`src/rtl/spi_flash_emu_pkg.sv`:
```
// Shared opcodes, FSM states and default identity for the SPI flash
// emulator.
package spi_flash_emu_pkg;

    localparam logic [7:0]  OpRead     = 8'h03;
    localparam logic [7:0]  OpRdid     = 8'h9F;
    localparam logic [7:0]  OpRdsr     = 8'h05;
    localparam logic [23:0] DefJedecId = 24'hEF4018;

    typedef enum logic [2:0] {
        IDLE,
        CMD,
        ADDR,
        DATA,
        ID,
        STATUS,
        IGNORE
    } state_e;

endpackage

```
`src/rtl/spi_flash_emu_sync.sv`:
```
// Brings SCK/CSB/MOSI into clk_i and turns SCK into rise/fall pulses.
// CSB resets high so the target comes out of reset deselected.
module spi_flash_emu_sync #(
    parameter int unsigned SyncStages = 2
) (
    input  logic clk_i,
    input  logic rst_ni,
    input  logic sck_i,
    input  logic csb_i,
    input  logic sd_i,
    output logic sck_rise_o,
    output logic sck_fall_o,
    output logic csb_o,
    output logic sd_o
);

    logic [SyncStages-1:0] sck_q;
    logic [SyncStages-1:0] csb_q;
    logic [SyncStages-1:0] sd_q;
    logic                  sck_prev_q;
    logic                  sck_s;

    always_ff @(posedge clk_i) begin
        if (!rst_ni) begin
            sck_q      <= '0;
            csb_q      <= '1;
            sd_q       <= '0;
            sck_prev_q <= 1'b0;
        end else begin
            sck_q      <= {sck_q[SyncStages-2:0], sck_i};
            csb_q      <= {csb_q[SyncStages-2:0], csb_i};
            sd_q       <= {sd_q[SyncStages-2:0], sd_i};
            sck_prev_q <= sck_s;
        end
    end

    assign sck_s      = sck_q[SyncStages-1];
    assign sck_rise_o = sck_s & ~sck_prev_q;
    assign sck_fall_o = ~sck_s & sck_prev_q;
    assign csb_o      = csb_q[SyncStages-1];
    assign sd_o       = sd_q[SyncStages-1];

endmodule

```
`src/rtl/spi_flash_emu.sv`:
```
// SPI mode-0 NOR flash target: decodes READ/RDID/RDSR and streams READ
// bytes from a req/gnt/rvalid byte memory through a one-byte prefetch.
module spi_flash_emu
    import spi_flash_emu_pkg::*;
#(
    parameter int unsigned AddrWidth  = 24,
    parameter int unsigned SyncStages = 2,
    parameter logic [23:0] JedecId    = DefJedecId
) (
    input  logic                 clk_i,
    input  logic                 rst_ni,
    input  logic                 spi_sck_i,
    input  logic                 spi_csb_i,
    input  logic                 spi_sd_i,
    output logic                 spi_sd_o,
    output logic                 spi_sd_en_o,
    output logic                 mem_req_o,
    output logic [AddrWidth-1:0] mem_addr_o,
    input  logic                 mem_gnt_i,
    input  logic                 mem_rvalid_i,
    input  logic [7:0]           mem_rdata_i,
    output logic                 busy_o,
    output logic                 underrun_o
);

    localparam int unsigned CntW = $clog2(AddrWidth > 8 ? AddrWidth : 8);

    logic sck_rise, sck_fall, csb_s, sd_s;

    spi_flash_emu_sync #(
        .SyncStages(SyncStages)
    ) u_sync (
        .clk_i     (clk_i),
        .rst_ni    (rst_ni),
        .sck_i     (spi_sck_i),
        .csb_i     (spi_csb_i),
        .sd_i      (spi_sd_i),
        .sck_rise_o(sck_rise),
        .sck_fall_o(sck_fall),
        .csb_o     (csb_s),
        .sd_o      (sd_s)
    );

    state_e               state_q, state_d;
    logic [CntW-1:0]      bit_cnt_q, bit_cnt_d;
    logic [2:0]           out_cnt_q, out_cnt_d;
    logic [1:0]           id_idx_q, id_idx_d;
    logic [AddrWidth-1:0] sh_in_q, sh_in_d, sh_in_next;
    logic [AddrWidth-1:0] fetch_q, fetch_d;
    logic [AddrWidth-1:0] req_addr_q, req_addr_d;
    logic [7:0]           sh_out_q, sh_out_d;
    logic [7:0]           buf_q, buf_d;
    logic [7:0]           load_byte, id_byte;
    logic                 en_q, en_d;
    logic                 req_q, req_d;
    logic                 wait_q, wait_d;
    logic                 disc_q, disc_d;
    logic                 want_q, want_d;
    logic                 buf_vld_q, buf_vld_d;
    logic                 underrun_q, underrun_d;
    logic                 shifting, load, rv_take;

    always_ff @(posedge clk_i) begin
        if (!rst_ni) begin
            state_q <= IDLE;
        end else begin
            state_q <= state_d;
        end
    end

    always_ff @(posedge clk_i) begin
        if (!rst_ni) begin
            bit_cnt_q  <= '0;
            out_cnt_q  <= '0;
            id_idx_q   <= '0;
            sh_in_q    <= '0;
            fetch_q    <= '0;
            req_addr_q <= '0;
            sh_out_q   <= '0;
            buf_q      <= '0;
            en_q       <= 1'b0;
            req_q      <= 1'b0;
            wait_q     <= 1'b0;
            disc_q     <= 1'b0;
            want_q     <= 1'b0;
            buf_vld_q  <= 1'b0;
            underrun_q <= 1'b0;
        end else begin
            bit_cnt_q  <= bit_cnt_d;
            out_cnt_q  <= out_cnt_d;
            id_idx_q   <= id_idx_d;
            sh_in_q    <= sh_in_d;
            fetch_q    <= fetch_d;
            req_addr_q <= req_addr_d;
            sh_out_q   <= sh_out_d;
            buf_q      <= buf_d;
            en_q       <= en_d;
            req_q      <= req_d;
            wait_q     <= wait_d;
            disc_q     <= disc_d;
            want_q     <= want_d;
            buf_vld_q  <= buf_vld_d;
            underrun_q <= underrun_d;
        end
    end

    always_comb begin
        unique case (id_idx_q)
            2'd0:    id_byte = JedecId[23:16];
            2'd1:    id_byte = JedecId[15:8];
            2'd2:    id_byte = JedecId[7:0];
            default: id_byte = 8'h00;
        endcase
    end

    always_comb begin
        state_d    = state_q;
        bit_cnt_d  = bit_cnt_q;
        out_cnt_d  = out_cnt_q;
        id_idx_d   = id_idx_q;
        sh_in_d    = sh_in_q;
        fetch_d    = fetch_q;
        req_addr_d = req_addr_q;
        sh_out_d   = sh_out_q;
        buf_d      = buf_q;
        en_d       = en_q;
        req_d      = req_q;
        wait_d     = wait_q;
        disc_d     = disc_q;
        want_d     = want_q;
        buf_vld_d  = buf_vld_q;
        underrun_d = underrun_q;
        load_byte  = 8'h00;
        sh_in_next = {sh_in_q[AddrWidth-2:0], sd_s};
        shifting   = state_q inside {DATA, ID, STATUS};
        load       = shifting && sck_fall && (out_cnt_q == 3'd0);
        rv_take    = mem_rvalid_i && wait_q && !disc_q
                     && (state_q == DATA) && !csb_s;

        if (req_q && mem_gnt_i) begin
            req_d  = 1'b0;
            wait_d = 1'b1;
        end
        if (wait_q && mem_rvalid_i) begin
            wait_d = 1'b0;
            disc_d = 1'b0;
        end
        if (want_q && !req_q && !wait_q && !csb_s) begin
            req_d      = 1'b1;
            req_addr_d = fetch_q;
            fetch_d    = fetch_q + AddrWidth'(1);
            want_d     = 1'b0;
        end

        unique case (state_q)
            IDLE: begin
                if (!csb_s) state_d = CMD;
            end
            CMD: begin
                if (sck_rise) begin
                    sh_in_d   = sh_in_next;
                    bit_cnt_d = bit_cnt_q + CntW'(1);
                    if (bit_cnt_q == CntW'(7)) begin
                        bit_cnt_d = '0;
                        unique case (sh_in_next[7:0])
                            OpRead:  state_d = ADDR;
                            OpRdid:  state_d = ID;
                            OpRdsr:  state_d = STATUS;
                            default: state_d = IGNORE;
                        endcase
                    end
                end
            end
            ADDR: begin
                if (sck_rise) begin
                    sh_in_d   = sh_in_next;
                    bit_cnt_d = bit_cnt_q + CntW'(1);
                    if (bit_cnt_q == CntW'(AddrWidth - 1)) begin
                        bit_cnt_d = '0;
                        fetch_d   = sh_in_next;
                        want_d    = 1'b1;
                        state_d   = DATA;
                    end
                end
            end
            default: ;
        endcase

        if (shifting && sck_fall) begin
            out_cnt_d = out_cnt_q + 3'd1;
            sh_out_d  = {sh_out_q[6:0], 1'b0};
            if (load) begin
                en_d = 1'b1;
                if (state_q == ID) begin
                    load_byte = id_byte;
                    if (id_idx_q != 2'd3) id_idx_d = id_idx_q + 2'd1;
                end else if (state_q == DATA) begin
                    if (buf_vld_q) begin
                        load_byte = buf_q;
                        buf_vld_d = 1'b0;
                        want_d    = 1'b1;
                    end else if (rv_take) begin
                        load_byte = mem_rdata_i;
                        want_d    = 1'b1;
                    end else begin
                        load_byte  = 8'hFF;
                        underrun_d = 1'b1;
                    end
                end
                sh_out_d = load_byte;
            end
        end

        // Data arriving on the load cycle with an empty buffer went straight out.
        if (rv_take && !(load && !buf_vld_q)) begin
            buf_d     = mem_rdata_i;
            buf_vld_d = 1'b1;
        end

        if (csb_s) begin
            state_d   = IDLE;
            bit_cnt_d = '0;
            out_cnt_d = '0;
            id_idx_d  = '0;
            en_d      = 1'b0;
            want_d    = 1'b0;
            buf_vld_d = 1'b0;
            if (req_q || (wait_q && !mem_rvalid_i)) disc_d = 1'b1;
        end
    end

    assign spi_sd_o    = sh_out_q[7];
    assign spi_sd_en_o = en_q;
    assign mem_req_o   = req_q;
    assign mem_addr_o  = req_addr_q;
    assign busy_o      = ~csb_s;
    assign underrun_o  = underrun_q;

endmodule

```
`config.mk`:
```
export PLATFORM = sky130hd
export DESIGN_NAME = spi_flash_emu
export DESIGN_NICKNAME = d
export VERILOG_FILES = /design/src/rtl/spi_flash_emu_pkg.sv /design/src/rtl/spi_flash_emu_sync.sv /design/src/rtl/spi_flash_emu.sv
export SDC_FILE = /design/constraint.sdc
export NUM_CORES = 1
export LEC_CHECK = 0
export ABC_CLOCK_PERIOD_IN_PS = 2840
export CORE_ASPECT_RATIO = 2
export CORE_MARGIN = 3
export CORE_UTILIZATION = 50
export CTS_CLUSTER_SIZE = 10
export DETAILED_ROUTE_END_ITERATION = 10
export PLACE_DENSITY_LB_ADDON = 0.2
export SYNTH_ARGS = -nofsm -noshare
export SYNTH_HDL_FRONTEND = slang
export SYNTH_HIERARCHICAL = 1
export SYNTH_SLANG_ARGS = --single-unit
```
`constraint.sdc`:
```
create_clock -name clk_i -period 2.84 [get_ports clk_i]
set_clock_uncertainty 0.15 [all_clocks]
set_input_delay 0.284 -clock clk_i [delete_from_list [all_inputs] [get_ports clk_i]]
set_output_delay 0.284 -clock clk_i [all_outputs]
set_load 0.03 [all_outputs]
```
## Word-level counts from Yosys, hierarchy flattened

Cells that the tools add are included.

| cells by class | value |
|---|---|
| add/sub/neg operators | 4 |
| multiply operators | 0 |
| div/mod/pow operators | 0 |
| $lt $le $gt $ge | 0 |
| eq/ne operators | 18 |
| shift operators | 0 |
| multiplexer cells | 41 |
| bitwise operators | 9 |
| reduce and logical (&&, ||, !) cells | 41 |

Operators with widths:

| kind | number |
|---|---|
| 24-bit two-way mux | 4 |
| 8-bit two-way mux | 5 |
| 24-bit by 1-bit adder with 24-bit output (second input constant) | 1 |
| 8-bit case mux with 3 select lines | 1 |
| 1-bit two-way mux | 20 |
| 5-bit two-way mux | 4 |
| 3-bit case mux with 3 select lines | 2 |
| 1-bit logical AND | 13 |
| 3-bit two-way mux | 4 |
| 2-bit != test (second input constant) | 5 |
| 5-bit case mux with 2 select lines | 1 |
| 2-bit nonzero test | 5 |
| 8-bit by 2-bit == test with 1-bit output (second input constant) | 1 |
| 8-bit by 3-bit == test with 1-bit output (second input constant) | 1 |
| 8-bit == test (second input constant) | 1 |
| 4-bit AND reduction | 2 |
| 1-bit logical NOT | 7 |
| 1-bit NOT | 7 |
| 3-bit by 2-bit == test with 1-bit output (second input constant) | 2 |
| 3-bit == test (second input constant) | 2 |
| 3-bit logical NOT | 2 |
| 6-bit AND reduction | 1 |
| 3-bit nonzero test | 2 |
| 2-bit OR reduction | 3 |
| 15 further kinds | 17 |

| storage, ports and cells | value |
|---|---|
| flip-flop bits (word level) | 114 |
| latch bits | 0 |
| bits in writable memories | 0 |
| ROM bits | 0 |
| input port bits | 15 |
| output and inout port bits | 29 |
| logic and storage cells | 133 |
| memories kept | 0 |

## Longest topological paths before layout

| depth | value |
|---|---|
| word-level depth | 14 |
| mapped depth | 8 |
| depth with buffers taken out | 6 |

## Hierarchy

The synthesis kept the hierarchy.

By module, submodules not included:

| module | instances | cells an instance | area each (um^2) | sequential area each (um^2) |
|---|---|---|---|---|
| spi_flash_emu | 1 | 601 | 4855.9 | 2142.1 |
| spi_flash_emu_sync | 1 | 16 | 196.4 | 140.1 |

## Worst setup path before layout

Ideal clock, no wire load.

| timing | value |
|---|---|
| path type | register -> register |
| from | register req_q (netlist: mem_req_o) |
| to | register fetch_q[23] |
| library setup time | 74 ps |
| data arrival time | 2190 ps |
| data required time | 2616 ps |
| setup slack | 426 ps |
| stages on the path, launching flop included | 5 |
| buffers on the path | 0 |
| period minus slack after synthesis | 2414 ps |
| cell sequence | dfxtp_1 > or4b_4 > or4_1 > or4_1 > a31oi_1 |

| between the ends | value |
|---|---|
| longest elaborated chain between the ends | 8 |

RTL lines:

| item | line | source |
|---|---|---|
| start: declaration | spi_flash_emu.sv:55 | `logic req_q, req_d;` |
| start signal: assignment | spi_flash_emu.sv:98 | `req_q <= req_d;` |
| 1-bit logical NOT * | spi_flash_emu.sv:148 | `if (want_q && !req_q && !wait_q && !csb_s) begin` |
| 1-bit logical AND * (3 in series) | spi_flash_emu.sv:148 |  |
| 24-bit two-way mux * | spi_flash_emu.sv:148 |  |
| 24-bit two-way mux | spi_flash_emu.sv:178 | `if (bit_cnt_q == CntW'(AddrWidth - 1)) begin` |
| 24-bit two-way mux | spi_flash_emu.sv:175 | `if (sck_rise) begin` |
| 24-bit two-way mux * | spi_flash_emu.sv:155 | `unique case (state_q)` |
| end signal: assignment | spi_flash_emu.sv:93 | `fetch_q <= fetch_d;` |
| end: declaration | spi_flash_emu.sv:49 | `logic [AddrWidth-1:0] fetch_q, fetch_d;` |

Every way passes the cells marked *; elsewhere a longest branch is shown, timed or not.
A chain may end at the register's enable or synchronous reset.

## Final worst setup path

| timing | value |
|---|---|
| from | register wait_q |
| to | register fetch_q[23] |

| between the ends | value |
|---|---|
| longest elaborated chain between the ends | 7 |

RTL lines:

| item | line | source |
|---|---|---|
| start: declaration | spi_flash_emu.sv:56 | `logic wait_q, wait_d;` |
| start signal: assignment | spi_flash_emu.sv:99 | `wait_q <= wait_d;` |
| 1-bit logical NOT * | spi_flash_emu.sv:148 |  |
| 1-bit logical AND * (2 in series) | spi_flash_emu.sv:148 |  |
| 24-bit two-way mux * | spi_flash_emu.sv:148 |  |
| 24-bit two-way mux | spi_flash_emu.sv:178 |  |
| 24-bit two-way mux | spi_flash_emu.sv:175 |  |
| 24-bit two-way mux * | spi_flash_emu.sv:155 |  |

Marked as above.

==> impl_metrics.env <==
export IMPL_status="finished clean"
export IMPL_report_final_slew_viol_count=0
export IMPL_dr_pass1_iters=4
export IMPL_syn_nets=641
export IMPL_route_vias_total=4623
export IMPL_grt_overflow_total=0
export IMPL_place_hpwl_mm=9.30
export IMPL_htreeDepth=4
export IMPL_rsz0062_at_grt="no"
export IMPL_ratio_of_final_minimum_period_to_clock_period_pct=85.1
export IMPL_final_fill_count=863
export IMPL_ys_ff_latch=114
export IMPL_grt_antenna_before_repair=0
export IMPL_postSynthCellCount=617
export IMPL_multi_input_area_sq_um=2590
export IMPL_cts_made_buffers=17
export IMPL_placement_setup_worst_slack_ns=0.317
export IMPL_p_leak_nw=2.13
export IMPL_yosys_most_used_dff="sky130_fd_sc_hd__dfxtp_1"
export IMPL_clock_pin_slew_of_the_registers_on_the_worst_case_setup_and_hold_paths_ns=0.05
export IMPL_power_ir_vdd_worst_mv=0.473
export IMPL_critical_path_slowest_cell="sky130_fd_sc_hd__or4_1"
export IMPL_slew_worst_pin_ns=0.633
export IMPL_cts_hold_buffers_added=0
export IMPL_syn_area_per_cell_sq_um=8.19
export IMPL_largest_net_degree_at_the_start_of_global_routing=50
export IMPL_crit_top_cell="sky130_fd_sc_hd__or4_1"
export IMPL_antenna_cells_inserted=0
export IMPL_path_cells="or4b_4, or4_1, or4_1, a31oi_1"
export IMPL_seq_area_sq_um=2280
export IMPL_detailed_place_area_sq_um=5640
export IMPL_final_setup_worst_slack_ns=0.422
export IMPL_chipWidth_microns=77.1
export IMPL_ctsResizeCount=0
export IMPL_synth_enable_flop_cells=0
export IMPL_finalSetupTns_ns=0
export IMPL_number_of_setup_buffers_added_after_cts=0
export IMPL_antenna_left=0
export IMPL_setup_viol_count_final=0
export IMPL_synth_seq_area_share_pct=45.2
export IMPL_worst_skew_pair_late_latency_ns=0.41
export IMPL_synth_distinct_cells=56
export IMPL_track_usage_pct=24.5
export IMPL_critical_path_required_ns=3.02
export IMPL_floorplan_die_area_sq_um=11400
export IMPL_detail_route_wirelength_mm=13.2
export IMPL_timing_critical_path_from_type="register"
export IMPL_cp_slowest_stage_delay_ns=0.59
export IMPL_post_synth_top_area_cell="sky130_fd_sc_hd__dfxtp_1"
export IMPL_crit_fanout=6
export IMPL_cell_area_after_synthesis_sq_um=5050
export IMPL_initial_utilization_pct=51.4
export IMPL_fin_total_pwr_mw=3.91
export IMPL_achievable_frequency_mhz=414
export IMPL_ys_async_sr_fraction_pct=0
export IMPL_final_min_clock_period_ns=2.42
export IMPL_syn2layout_area_growth_pct=24.2
export IMPL_max_cap_check_violation_count=0
export IMPL_vias_in_the_first_global_route=4664
export IMPL_synth_top_cell_area_share_pct=45.2
export IMPL_first_iter_violations=195
export IMPL_boundaryPins=44
export IMPL_avgRoutedWirePerCell_microns=16.5
export IMPL_finalHoldViolations=0
export IMPL_worst_hold_slack_ns=0.274
export IMPL_cts_tree="yes"
export IMPL_cts_path_max_buffers=2
export IMPL_power_density_nw_per_um2=624
export IMPL_fp_dieH_microns=148
export IMPL_drive_above_1_share_pct=9.12
export IMPL_hold_class="register to register"
export IMPL_timing_worst_setup_path_type="register to register"
export IMPL_avgViaCountPerCell=5.77
export IMPL_largest_cells_by_area_after_synthesis="sky130_fd_sc_hd__dfxtp_1 (45%), sky130_fd_sc_hd__nand2_1 (9.0%), sky130_fd_sc_hd__a21oi_1 (6.1%)"
export IMPL_worst_endpoint_arrival_ns=2.60
export IMPL_crit_path_end_kind="register"
export IMPL_yosysWarningCount=6
export IMPL_io_buffers=43
export IMPL_rows=51
export IMPL_grt_first_pass_wirelength_mm=22.1
export IMPL_ctsRootBufferMaster="sky130_fd_sc_hd__clkbuf_16"
export IMPL_finalInstanceArea_sq_um=6270
export IMPL_final_net_count=681
export IMPL_place_congestion=0.913
export IMPL_maxSlewHeadroom_pct=57.4
export IMPL_core_area_sq_um=9830
export IMPL_numClockSinks=114
export IMPL_drc_violations_left=0
## cell type report
cell class              instances  area share [%]
multi-input cells             453            41.4
inverters                      11           0.658
flip-flops and latches        114            36.4
repair buffers                 60            8.90
clock inverters                 8            1.97
well taps                     132            2.63
clock buffers                  23            8.10
## worst max-delay path: cells and delay by family (launching register included)
| family | cells | cell delay [ns] |
|---|---|---|
| and+or+nand+nor | 3 | 1.67 |
| DFF | 1 | 0.35 |
| AOI/OAI and AO/OA | 1 | 0.17 |
## sequential cells by signal (all words and copies together) (netlist names)
| signal | cells |
|---|---|
| sh_in_q | 23 |
| id_idx_q | 2 |
| u_sync/sck_q | 2 |
| buf_q | 8 |
| mem_req_o | 1 |
| buf_vld_q | 1 |
| underrun_o | 1 |
| u_sync/sck_prev_q | 1 |
| sh_out_q | 8 |
| want_q | 1 |
| disc_q | 1 |
| wait_q | 1 |
| state_q | 3 |
| u_sync/csb_q | 2 |
| u_sync/sd_q | 2 |
| fetch_q | 24 |
| mem_addr_o | 24 |
| bit_cnt_q | 5 |
| spi_sd_en_o | 1 |
| out_cnt_q | 3 |
## cell usage after synthesis, drive strengths merged (10+ instances only)
master and number:
a21oi 62, dfxtp 114, nor3 19, and4 13, nor2 40, a211oi 17
o21ai 28, nand3 13, clkbuf 37, inv 10, nand2 121
## power by group
part / internal, mW / total (mW) / leakage, nW / switching, mW
Clock: 1.51 / 2.23 / 0.307 / 0.717
Combinational: 0.0323 / 0.0751 / 0.903 / 0.0429
Sequential: 1.61 / 1.61 / 0.919 / 0.00324
## cell usage in the layout, fill, tap and decap left out, types with 3 or more instances in the layout
cell type,instances
sky130_fd_sc_hd__bufinv_16,3
sky130_fd_sc_hd__or3_1,5
sky130_fd_sc_hd__clkdlybuf4s50_1,43
sky130_fd_sc_hd__a211oi_1,17
sky130_fd_sc_hd__and4_1,13
sky130_fd_sc_hd__nor3_1,19
sky130_fd_sc_hd__nor4_1,5
sky130_fd_sc_hd__or2_2,4
sky130_fd_sc_hd__nand4_1,9
sky130_fd_sc_hd__a311o_1,4
sky130_fd_sc_hd__nor2_1,40
sky130_fd_sc_hd__o21ai_0,27
sky130_fd_sc_hd__mux2i_1,9
sky130_fd_sc_hd__and2_1,7
sky130_fd_sc_hd__and3_1,7
sky130_fd_sc_hd__a31oi_1,8
sky130_fd_sc_hd__xor2_1,8
sky130_fd_sc_hd__xnor2_1,9
sky130_fd_sc_hd__nor2b_1,6
sky130_fd_sc_hd__nand3b_1,3
sky130_fd_sc_hd__buf_4,17
sky130_fd_sc_hd__inv_1,9
sky130_fd_sc_hd__ha_1,9
sky130_fd_sc_hd__a21oi_1,62
sky130_fd_sc_hd__nand3_1,13
sky130_fd_sc_hd__clkbuf_8,6
sky130_fd_sc_hd__o21a_1,3
sky130_fd_sc_hd__dfxtp_1,114
sky130_fd_sc_hd__o221ai_1,4
sky130_fd_sc_hd__nand2b_1,7
sky130_fd_sc_hd__clkbuf_16,17
sky130_fd_sc_hd__nand2_1,121
## per-stage QoR
stage | cells | utilization (%)
floorplan | 617 | -
global placement | 770 | 57.4
detailed placement | 770 | 57.4
CTS | 801 | 63.8
global route | 801 | 63.8
finish | 801 | 63.8
## cell families after synthesis
family / share of synthesized area (%)
AOI/OAI and AO/OA: 17.2
xor gates and xnor gates: 2.95
and+or+nand+nor: 26.8
buffers and inverters: 3.71
muxes: 2.01
adders and majority gates: 2.23
DFF: 45.2
## worst paths after layout
kind / from / end / slack (ns) / cells after the start
worst max-delay path: wait_q / fetch_q[23] / 0.42 / 4
worst min-delay path: u_sync/csb_q[0] / u_sync/csb_q[1] / 0.27 / 1
worst max register to register: wait_q / fetch_q[23] / 0.42 / 4
worst min register to register: u_sync/csb_q[0] / u_sync/csb_q[1] / 0.27 / 1
## layer usage
layer	global-route usage [%]	share of wire, %	vias up
li1	-	-	2265
met1	22.6	35	2203
met2	47.1	56	109
met3	5.33	2.7	46
met4	15.5	5.6	0
met5	0	0	-
(Power assumes the default switching activity.)
